<file path="config.mk">
export PLATFORM = sky130hd
export DESIGN_NAME = ctrl_pipeline
export DESIGN_NICKNAME = d
export VERILOG_FILES = /design/src/rtl/ctrl_pipeline.sv
export SDC_FILE = /design/constraint.sdc
export NUM_CORES = 1
export LEC_CHECK = 0
export BUFFER_PORTS_ARGS = -buffer_cell sky130_fd_sc_hd__clkbuf_2
export CAP_MARGIN = 20
export CORE_ASPECT_RATIO = 1.25
export CORE_MARGIN = 2
export CORE_UTILIZATION = 46
export CTS_CLUSTER_SIZE = 40
export DETAILED_ROUTE_END_ITERATION = 6
export GPL_TIMING_DRIVEN = 0
export PLACE_DENSITY_LB_ADDON = 0.08
export SKIP_LAST_GASP = 1
export SLEW_MARGIN = 5
export SYNTH_ARGS = -nofsm -noshare
export SYNTH_HDL_FRONTEND = slang
export SYNTH_SLANG_ARGS = --single-unit
export TNS_END_PERCENT = 30
</file>
<file path="constraint.sdc">
create_clock -name clk -period 2.45 [get_ports clk]
set_clock_uncertainty 0.1 [all_clocks]
set_input_delay 0.49 -clock clk [delete_from_list [all_inputs] [get_ports clk]]
set_output_delay 0.49 -clock clk [all_outputs]
set_load 0.05 [all_outputs]
</file>
<file path="src/rtl/ctrl_pipeline.sv">
// ctrl_pipeline: main-control decode for the 5-stage RV32I core plus the
// ID/EX, EX/MEM and MEM/WB control registers, hazard detection and operand
// forward selects.
// Optional feature macro: CTRL_PIPELINE_FWD_EN
//   defined   -> EX operand forwarding from MEM/WB, stall only on load-use
//   undefined -> forward selects tied to 00, stall on any RAW against EX/MEM

module ctrl_pipeline #(
    parameter int INST_W     = 32,
    parameter int REG_ADDR_W = 5
) (
    input  logic                  clk,
    input  logic                  rst,
    input  logic [INST_W-1:0]     id_inst,
    input  logic                  id_valid,
    input  logic                  ex_flush,
    input  logic                  mem_stall,
    output logic                  stall_id,
    output logic                  ex_valid,
    output logic                  ex_alu_src,
    output logic                  ex_branch,
    output logic                  ex_jal_mode,
    output logic                  ex_jalr_mode,
    output logic [1:0]            ex_aluop,
    output logic [REG_ADDR_W-1:0] ex_rs1,
    output logic [REG_ADDR_W-1:0] ex_rs2,
    output logic [REG_ADDR_W-1:0] ex_rd,
    output logic                  mem_valid,
    output logic                  mem_read,
    output logic                  mem_write,
    output logic [REG_ADDR_W-1:0] mem_rd,
    output logic                  wb_valid,
    output logic                  wb_reg_write,
    output logic [1:0]            wb_mem2reg,
    output logic [REG_ADDR_W-1:0] wb_rd,
    output logic [1:0]            fwd_a,
    output logic [1:0]            fwd_b
);

    localparam logic [6:0] OPC_LOAD    = 7'b0000011;
    localparam logic [6:0] OPC_LOAD_FP = 7'b0000111;
    localparam logic [6:0] OPC_STORE   = 7'b0100011;
    localparam logic [6:0] OPC_OP_IMM  = 7'b0010011;
    localparam logic [6:0] OPC_OP      = 7'b0110011;
    localparam logic [6:0] OPC_LUI     = 7'b0110111;
    localparam logic [6:0] OPC_AUIPC   = 7'b0010111;
    localparam logic [6:0] OPC_BRANCH  = 7'b1100011;
    localparam logic [6:0] OPC_JAL     = 7'b1101111;
    localparam logic [6:0] OPC_JALR    = 7'b1100111;

    typedef struct packed {
        logic                  valid;
        logic                  alu_src;
        logic                  branch;
        logic                  jal_mode;
        logic                  jalr_mode;
        logic [1:0]            aluop;
        logic                  mem_read;
        logic                  mem_write;
        logic                  reg_write;
        logic [1:0]            mem2reg;
        logic [REG_ADDR_W-1:0] rs1;
        logic [REG_ADDR_W-1:0] rs2;
        logic [REG_ADDR_W-1:0] rd;
    } idex_t;

    typedef struct packed {
        logic                  valid;
        logic                  mem_read;
        logic                  mem_write;
        logic                  reg_write;
        logic [1:0]            mem2reg;
        logic [REG_ADDR_W-1:0] rd;
    } exmem_t;

    typedef struct packed {
        logic                  valid;
        logic                  reg_write;
        logic [1:0]            mem2reg;
        logic [REG_ADDR_W-1:0] rd;
    } memwb_t;

    idex_t  dec;
    idex_t  idex;
    exmem_t exmem;
    memwb_t memwb;
    logic   use_rs1;
    logic   use_rs2;
    logic   ex_hit;
    logic   load_use;
    logic   [6:0] opcode;

    // Decoder only looks at opcode and register fields; the rest of the word
    // belongs to the datapath.
    logic unused_inst;
    assign unused_inst = ^id_inst;
    assign opcode = id_inst[6:0];

    // Decode the ID instruction into a control bundle; everything stays 0 for an empty slot
    always_comb begin
        dec     = '0;
        use_rs1 = 1'b0;
        use_rs2 = 1'b0;
        if (id_valid) begin
            dec.valid = 1'b1;
            dec.rs1   = REG_ADDR_W'(id_inst[19:15]);
            dec.rs2   = REG_ADDR_W'(id_inst[24:20]);
            dec.rd    = REG_ADDR_W'(id_inst[11:7]);
            case (opcode)
                OPC_LOAD: begin
                    dec.alu_src   = 1'b1;
                    dec.mem2reg   = 2'b01;
                    dec.reg_write = 1'b1;
                    dec.mem_read  = 1'b1;
                end
                OPC_LOAD_FP: begin
                    dec.mem2reg   = 2'b01;
                end
                OPC_STORE: begin
                    dec.alu_src   = 1'b1;
                    dec.mem_write = 1'b1;
                end
                OPC_OP_IMM: begin
                    dec.alu_src   = 1'b1;
                    dec.reg_write = 1'b1;
                    dec.aluop     = 2'b10;
                end
                OPC_OP: begin
                    dec.reg_write = 1'b1;
                    dec.aluop     = 2'b10;
                end
                OPC_LUI: begin
                    dec.alu_src   = 1'b1;
                    dec.reg_write = 1'b1;
                    dec.aluop     = 2'b11;
                end
                OPC_AUIPC: begin
                    dec.mem2reg   = 2'b10;
                    dec.reg_write = 1'b1;
                    dec.aluop     = 2'b11;
                end
                OPC_BRANCH: begin
                    dec.aluop     = 2'b01;
                    dec.branch    = 1'b1;
                end
                OPC_JAL: begin
                    dec.mem2reg   = 2'b11;
                    dec.reg_write = 1'b1;
                    dec.aluop     = 2'b11;
                    dec.jal_mode  = 1'b1;
                end
                OPC_JALR: begin
                    dec.alu_src   = 1'b1;
                    dec.mem2reg   = 2'b11;
                    dec.reg_write = 1'b1;
                    dec.jalr_mode = 1'b1;
                end
                default: begin
                end
            endcase
            if (dec.rd == '0) begin
                dec.reg_write = 1'b0;
            end
            use_rs1 = !(opcode == OPC_LUI || opcode == OPC_AUIPC || opcode == OPC_JAL);
            use_rs2 = (opcode == OPC_OP || opcode == OPC_STORE || opcode == OPC_BRANCH);
        end
    end

    // Detect a RAW hit of the ID operands against the EX producer (and MEM without forwarding)
    always_comb begin
        ex_hit = idex.valid && idex.reg_write && (idex.rd != '0) &&
                 ((use_rs1 && idex.rd == dec.rs1) || (use_rs2 && idex.rd == dec.rs2));
`ifdef CTRL_PIPELINE_FWD_EN
        load_use = ex_hit && idex.mem_read;
`else
        load_use = ex_hit ||
                   (exmem.valid && exmem.reg_write && (exmem.rd != '0) &&
                    ((use_rs1 && exmem.rd == dec.rs1) || (use_rs2 && exmem.rd == dec.rs2)));
`endif
    end

    assign stall_id = !rst && (mem_stall || (load_use && !ex_flush));

    // Advance the control registers: reset, then memory stall, then flush/load-use bubble
    always_ff @(posedge clk) begin
        if (rst) begin
            idex  <= '0;
            exmem <= '0;
            memwb <= '0;
        end else if (mem_stall) begin
            memwb <= '0;
        end else begin
            exmem.valid     <= idex.valid;
            exmem.mem_read  <= idex.mem_read;
            exmem.mem_write <= idex.mem_write;
            exmem.reg_write <= idex.reg_write;
            exmem.mem2reg   <= idex.mem2reg;
            exmem.rd        <= idex.rd;
            memwb.valid     <= exmem.valid;
            memwb.reg_write <= exmem.reg_write;
            memwb.mem2reg   <= exmem.mem2reg;
            memwb.rd        <= exmem.rd;
            if (ex_flush || load_use) begin
                idex <= '0;
            end else begin
                idex <= dec;
            end
        end
    end

    // Select EX operand sources; the younger MEM result wins over WB
    always_comb begin
        fwd_a = 2'b00;
        fwd_b = 2'b00;
`ifdef CTRL_PIPELINE_FWD_EN
        if (exmem.valid && exmem.reg_write && exmem.rd != '0 && exmem.rd == idex.rs1) begin
            fwd_a = 2'b10;
        end else if (memwb.valid && memwb.reg_write && memwb.rd != '0 && memwb.rd == idex.rs1) begin
            fwd_a = 2'b01;
        end
        if (exmem.valid && exmem.reg_write && exmem.rd != '0 && exmem.rd == idex.rs2) begin
            fwd_b = 2'b10;
        end else if (memwb.valid && memwb.reg_write && memwb.rd != '0 && memwb.rd == idex.rs2) begin
            fwd_b = 2'b01;
        end
`endif
    end

    assign ex_valid     = idex.valid;
    assign ex_alu_src   = idex.alu_src;
    assign ex_branch    = idex.branch;
    assign ex_jal_mode  = idex.jal_mode;
    assign ex_jalr_mode = idex.jalr_mode;
    assign ex_aluop     = idex.aluop;
    assign ex_rs1       = idex.rs1;
    assign ex_rs2       = idex.rs2;
    assign ex_rd        = idex.rd;
    assign mem_valid    = exmem.valid;
    assign mem_read     = exmem.mem_read;
    assign mem_write    = exmem.mem_write;
    assign mem_rd       = exmem.rd;
    assign wb_valid     = memwb.valid;
    assign wb_reg_write = memwb.reg_write;
    assign wb_mem2reg   = memwb.mem2reg;
    assign wb_rd        = memwb.rd;

endmodule

</file>
Word level (Yosys, flattened, before mapping)
Cells that the tools add are included.
{ "totals": {"word_cells": 85, "output_inout_bits": 44, "reg_bits": 47, "inputBits": 37} }
{ "op_classes": {"n_reduce_logical": 34, "n_eq_ne": 14, "mux": 14} }
{ "ops": {"columns": ["operator", "count"], "rows": [
  ["$mux 27", 2],
  ["$eq 7x6->1 const B", 3],
  ["$eq 7x7->1 const B", 3],
  ["$eq 5x5->1", 4],
  ["$eq 7x5->1 const B", 2],
  ["$logic_and 1x1->1", 12],
  ["$pmux 2 s3", 2],
  ["$mux 1", 10],
  ["$reduce_bool 5->1", 2],
  ["$logic_or 1x1->1", 9],
  ["$reduce_or 2->1", 4],
  ["$eq 7x2->1 const B", 1],
  ["$eq 7x3->1 const B", 1],
  ["$reduce_or 7->1", 1],
  ["$logic_not 5->1", 1],
  ["$reduce_or 5->1", 1],
  ["$logic_not 1->1", 3],
  ["$reduce_or 3->1", 1]
]} }

Longest topological paths before layout
{ "logic_depth": {"depth_word": 13, "mapped_depth": 10, "mapped_depth_nobuf": 6} }

Worst setup path after synthesis
OpenSTA, ideal clock, no wires.
{ "synth_timing": {"kind": "input to output", "start": "input port id_inst[2]", "end": "output port stall_id", "path_stages": 9, "required_ns": 1.860, "n_path_buf": 3, "arrival_time_ns": 2.928, "slack_ns": -1.068, "path_cell_list": "buf_2 > and4bb_1 > nand4_1 > nor3_1 > nand3_1 > and4_1 > buf_6 > buf_8 > o31ai_1"} }
{ "synth_via": {"elab_chain_len": 12, "elab_cells_between_ends": 25, "classes_between": "eq/ne (6); mux (2); reduce/logical (17)"} }
{ "synth_rtl": {"columns": ["element", "line", "source"], "rows": [
  ["start, declared", "14", "input logic [INST_W-1:0] id_inst,"],
  ["$eq 7x6->1 or $eq 7x5->1 (tied branches)", "164", "use_rs1 = !(opcode == OPC_LUI || opcode == OPC_AUIPC || opcode == OPC_JAL);"],
  ["$logic_or 1x1->1 (2 in a row)", "164", null],
  ["$logic_not 1->1", "164", null],
  ["$mux 1", "104", "if (id_valid) begin"],
  ["$logic_and 1x1->1 (on tied branches)", "172, 178", null],
  ["$logic_or 1x1->1 (on tied branches)", "172, 178", null],
  ["$logic_and 1x1->1 (on tied branches)", "171, 177", null],
  ["$logic_or 1x1->1 (*)", "176", "load_use = ex_hit ||"],
  ["$logic_and 1x1->1 (*)", "182", "assign stall_id = !rst && (mem_stall || (load_use && !ex_flush));"],
  ["$logic_or 1x1->1 (*)", "182", null],
  ["$logic_and 1x1->1 (*)", "182", null],
  ["end, declared", "18", "output logic stall_id,"]
]} }
Every way passes the cells marked *; elsewhere a longest branch is shown, timed or not.

Worst setup path in the final report
{ "layout_timing": {"start": "register exmem, in the netlist mem_rd[1]", "end": "output port stall_id"} }
{ "layout_via": {"elab_chain_len": 8, "elab_cells_between_ends": 12, "classes_between": "eq/ne (2); reduce/logical (10)"} }
{ "layout_rtl": {"columns": ["element", "line", "source"], "rows": [
  ["start, declared", "85", "exmem_t exmem;"],
  ["$eq 5x5->1", "178", "((use_rs1 && exmem.rd == dec.rs1) || (use_rs2 && exmem.rd == dec.rs2)));"],
  ["$logic_and 1x1->1", "178", null],
  ["$logic_or 1x1->1", "178", null],
  ["$logic_and 1x1->1 (*)", "177", "(exmem.valid && exmem.reg_write && (exmem.rd != '0) &&"],
  ["$logic_or 1x1->1 (*)", "176", null],
  ["$logic_and 1x1->1 (*)", "182", null],
  ["$logic_or 1x1->1 (*)", "182", null],
  ["$logic_and 1x1->1 (*)", "182", null]
]} }
Marked as above.

==> results.py <==
metrics = {
    "logic_synthesis": {
        "syn_area_um2": 2489,
        "synth_top_family_by_area": "simple AND/OR/NAND/NOR gates",
        "yosysUniqueCellTypes": 45,
        "synthSimpleGateAreaFrac_pct": 20.11,
        "ys_warn_count": 0,
        "synth_edf_count": 0,
        "yosysSeqAreaShare_pct": 37.81,
        "synth_top_area_share_pct": 37.81,
        "avgSynthCellArea_um2": 9.251,
        "synth-adder-area-share_pct": 0,
        "synth_xor_area_share_pct": 4.575,
        "syn_inst": 269,
        "async_flop_share_pct": 0,
        "synth.area.mux_share_pct": 4.424,
        "yosysTopAreaCell": "dfxtp_1",
        "ys.flop_type": "dfxtp_1",
        "synth_area_leaders": "dfxtp_1 (38%), a32o_1 (8.8%), buf_4 (7.8%)",
        "synth_compound_area_share_pct": 18.35,
        "ys_seq_elements": 47,
    },
    "floorplanning": {
        "initial_utilization_pct": 48.30,
        "ioPinCount": 81,
        "coreArea_um2": 5152,
        "fp.dieArea_um2": 6018,
        "fp-row-count": 29,
        "die_height_um": 86.24,
        "die_width_um": 69.79,
    },
    "place": {
        "place_congestion": 0.8913,
        "hpwlAfterDp_mm": 4.372,
        "dp_slack_ns": -0.5535,
        "port_buffers": 58,
        "dp.cells": 392,
        "dpl-instance-area_um2": 2909,
    },
    "clocking": {
        "clk_latency_ns": 0.30,
        "clockRootBuffer": "clkbuf_8",
        "cts-hold-fix-buffers": 0,
        "ctsLongestPathBuffers": 2,
        "tritoncts": "done",
        "cts_htree_levels": 2,
        "clkSlewWorstSetupHoldPaths_ns": 0.10,
        "cts_buffers": 5,
        "cts.sinks": 47,
    },
    "finish": {
        "layout-drive-gt1-share_pct": 43.30,
        "finalCoreUtilization_pct": 63.50,
        "nFillCells": 446,
        "instances_no_fill": 413,
        "syn_to_final_growth_pct": 31.47,
        "final_nets": 387,
        "antenna_cells": 0,
        "stdcell_area_um2": 3272,
    },
    "route": {
        "viasPerCell": 5.424,
        "wl_per_cell_um": 14.76,
        "dr.pass1.iters": 4,
        "drc": 0,
        "postRouteAntennaNets": 0,
        "drt-initial-drc-count": 123,
        "vias": 2240,
        "totalWireLength_mm": 6.096,
    },
    "sta": {
        "rsz0062_at_grt": "yes",
        "min_period_ns": 2.658,
        "fmax_mhz": 376.2,
        "tightest_slew_ns": 0.6728,
        "slew_viol_final": 0,
        "setup_viol": 1,
        "finalHoldViolCount": 0,
        "setup_ws_ns": -0.2078,
        "slew_headroom_pct": 55.14,
        "period_share_pct": 108.5,
        "whs_ns": 0.3479,
    },
    "grt": {
        "grt_max_degree": 17,
        "grt_pass1_vias": 2031,
        "globalRouteTotalUtil_pct": 20.48,
        "antenna_found_initial": 0,
        "grt_pass1_wl_mm": 9.963,
        "grt-ovfl-total": 0,
    },
    "outcome": {
        "violations": "setup timing",
        "status": "complete, but fails checks",
    },
    "power": {
        "p_sw_uw": 433.4,
        "p_sw_share_pct": 26.96,
        "p_int_uw": 1174,
        "leakage_uw": 0.001480,
        "clock_power_share_pct": 36.1,
        "combPwrFrac_pct": 15.7,
        "powerDensity_nw_per_um2": 491.3,
        "seq_power_share_pct": 48.3,
        "ir_drop_mv": 0.3478,
    },
    "setup_path": {
        "required_ns": 1.86,
        "endpoint_kind": "output pin",
        "crit_type": "flip-flop to output pin",
        "cp-start-kind": "flip-flop",
        "cp_data_arrival_time_ns": 2.07,
        "r2r_cells": 9,
        "crit_fanout": 5,
    },
    "run": {
        "cap_violations": 0,
    },
    "hold_path": {
        "hold_depth": 2,
        "hold_class": "primary input to flip-flop",
    },
}
==> stage by stage <==
stage	TNS, ns	total power (uW)
2_1_floorplan	-0.3054	964.4
3_3_place_gp	-0.5454	1026
3_5_place_dp	-0.5535	1028
4_1_cts	-0.2514	1611
5_1_grt	-0.2623	1670
6_report	-0.2078	1608
==> synthesized netlist by cell type, types with 3 or more instances <==
| master | number |
|---|---|
| and2_1 | 10 |
| dfxtp_1 | 47 |
| inv_1 | 3 |
| buf_6 | 3 |
| buf_2 | 8 |
| xnor2_1 | 8 |
| nor2b_1 | 3 |
| and3_1 | 3 |
| o32ai_1 | 4 |
| mux2i_1 | 11 |
| xor2_1 | 5 |
| clkbuf_1 | 12 |
| nor2_1 | 31 |
| nand2_1 | 7 |
| buf_4 | 26 |
| nor4bb_1 | 6 |
| o21ai_0 | 6 |
| a32o_1 | 22 |
| nand3_1 | 4 |
| nand4_1 | 5 |
| a31oi_1 | 9 |
| nor3_1 | 5 |
| a22o_1 | 4 |
==> worst paths after layout <==
| path | from | to | slack (ns) |
|---|---|---|---|
| worst max-delay path | mem_rd[1] | stall_id | -0.21 |
| worst min-delay path | id_inst[7] | ex_rd[0] | 0.35 |
| worst max register to register | mem_rd[1] | ex_rs1[2] | 0.12 |
| worst min register to register | exmem[6] | wb_mem2reg[1] | 0.37 |
==> worst max-delay path: stages (launching register included) <==
cell	delay [ns]
dfxtp_4	0.38
or4_4	0.51
o211ai_2	0.21
nor2_1	0.06
nand4_1	0.09
and4_4	0.28
o31ai_4	0.08
buf_8	0.16
==> power by group through the flow <==
stage               sequential [uW]  combinational [uW]  clock [uW]
global placement                797                 229           0
finish                          776                 252         580
detailed placement              797                 231           0
floorplan                       800                 164           0
global route                    777                 269         623
CTS                             777                 243         592
==> state kept, by name (all words and copies together), names as in the netlist, 2 cells and up <==
register	flops
ex_rd	5
ex_rs1	5
ex_rs2	5
idex	5
mem_rd	5
wb_rd	5
exmem	3
ex_aluop	2
wb_mem2reg	2
==> cells in the final DEF, fill, tap and decap left out, drive strengths merged, types with 6 or more instances in the layout <==
master,Yosys,routed
clkbuf,12,72
buf,40,56
dfxtp,47,47
nor2,31,31
a32o,22,22
mux2i,11,11
and2,11,11
a31oi,9,9
xnor2,8,8
nand2,7,7
o21ai,7,7
nor4bb,6,6
==> routing by layer <==
layer / vias up / global-route usage [%] / wire (um)
met5: - / 0 / 0
met1: 1046 / 26.12 / 2739
met2: 63 / 34.63 / 2929
met4: 0 / 7.692 / 149
li1: 1115 / - / -
met3: 16 / 3.721 / 276
==> cell families (layout without fill, tap and decap cells) <==
family / Yosys count / count (layout)
buffers and inverters: 56 / 135
and+or+nand+nor: 86 / 86
xor gates and xnor gates: 13 / 13
DFF: 47 / 47
muxes: 11 / 11
other: 1 / 4
AOI/OAI and AO/OA: 55 / 55
==> what timing repair did <==
action	in CTS	in global routing
pin swaps	13	9
setup buffers	18	4
resized for setup	23	20
setup endpoints to repair	1	11
==> layout make-up <==
type	count	area, um2	share of cell area (%)
inverters	4	20.02	0.6119
multi-input cells	169	1291	39.46
clock buffers	5	68.82	2.103
well taps	62	77.57	2.371
plain buffers	44	317.8	9.713
clock inverters	3	46.29	1.415
flip-flops and latches	47	967.2	29.56
repair buffers	79	483.0	14.76
No activity file was read; power rests on OpenSTA's default activity.
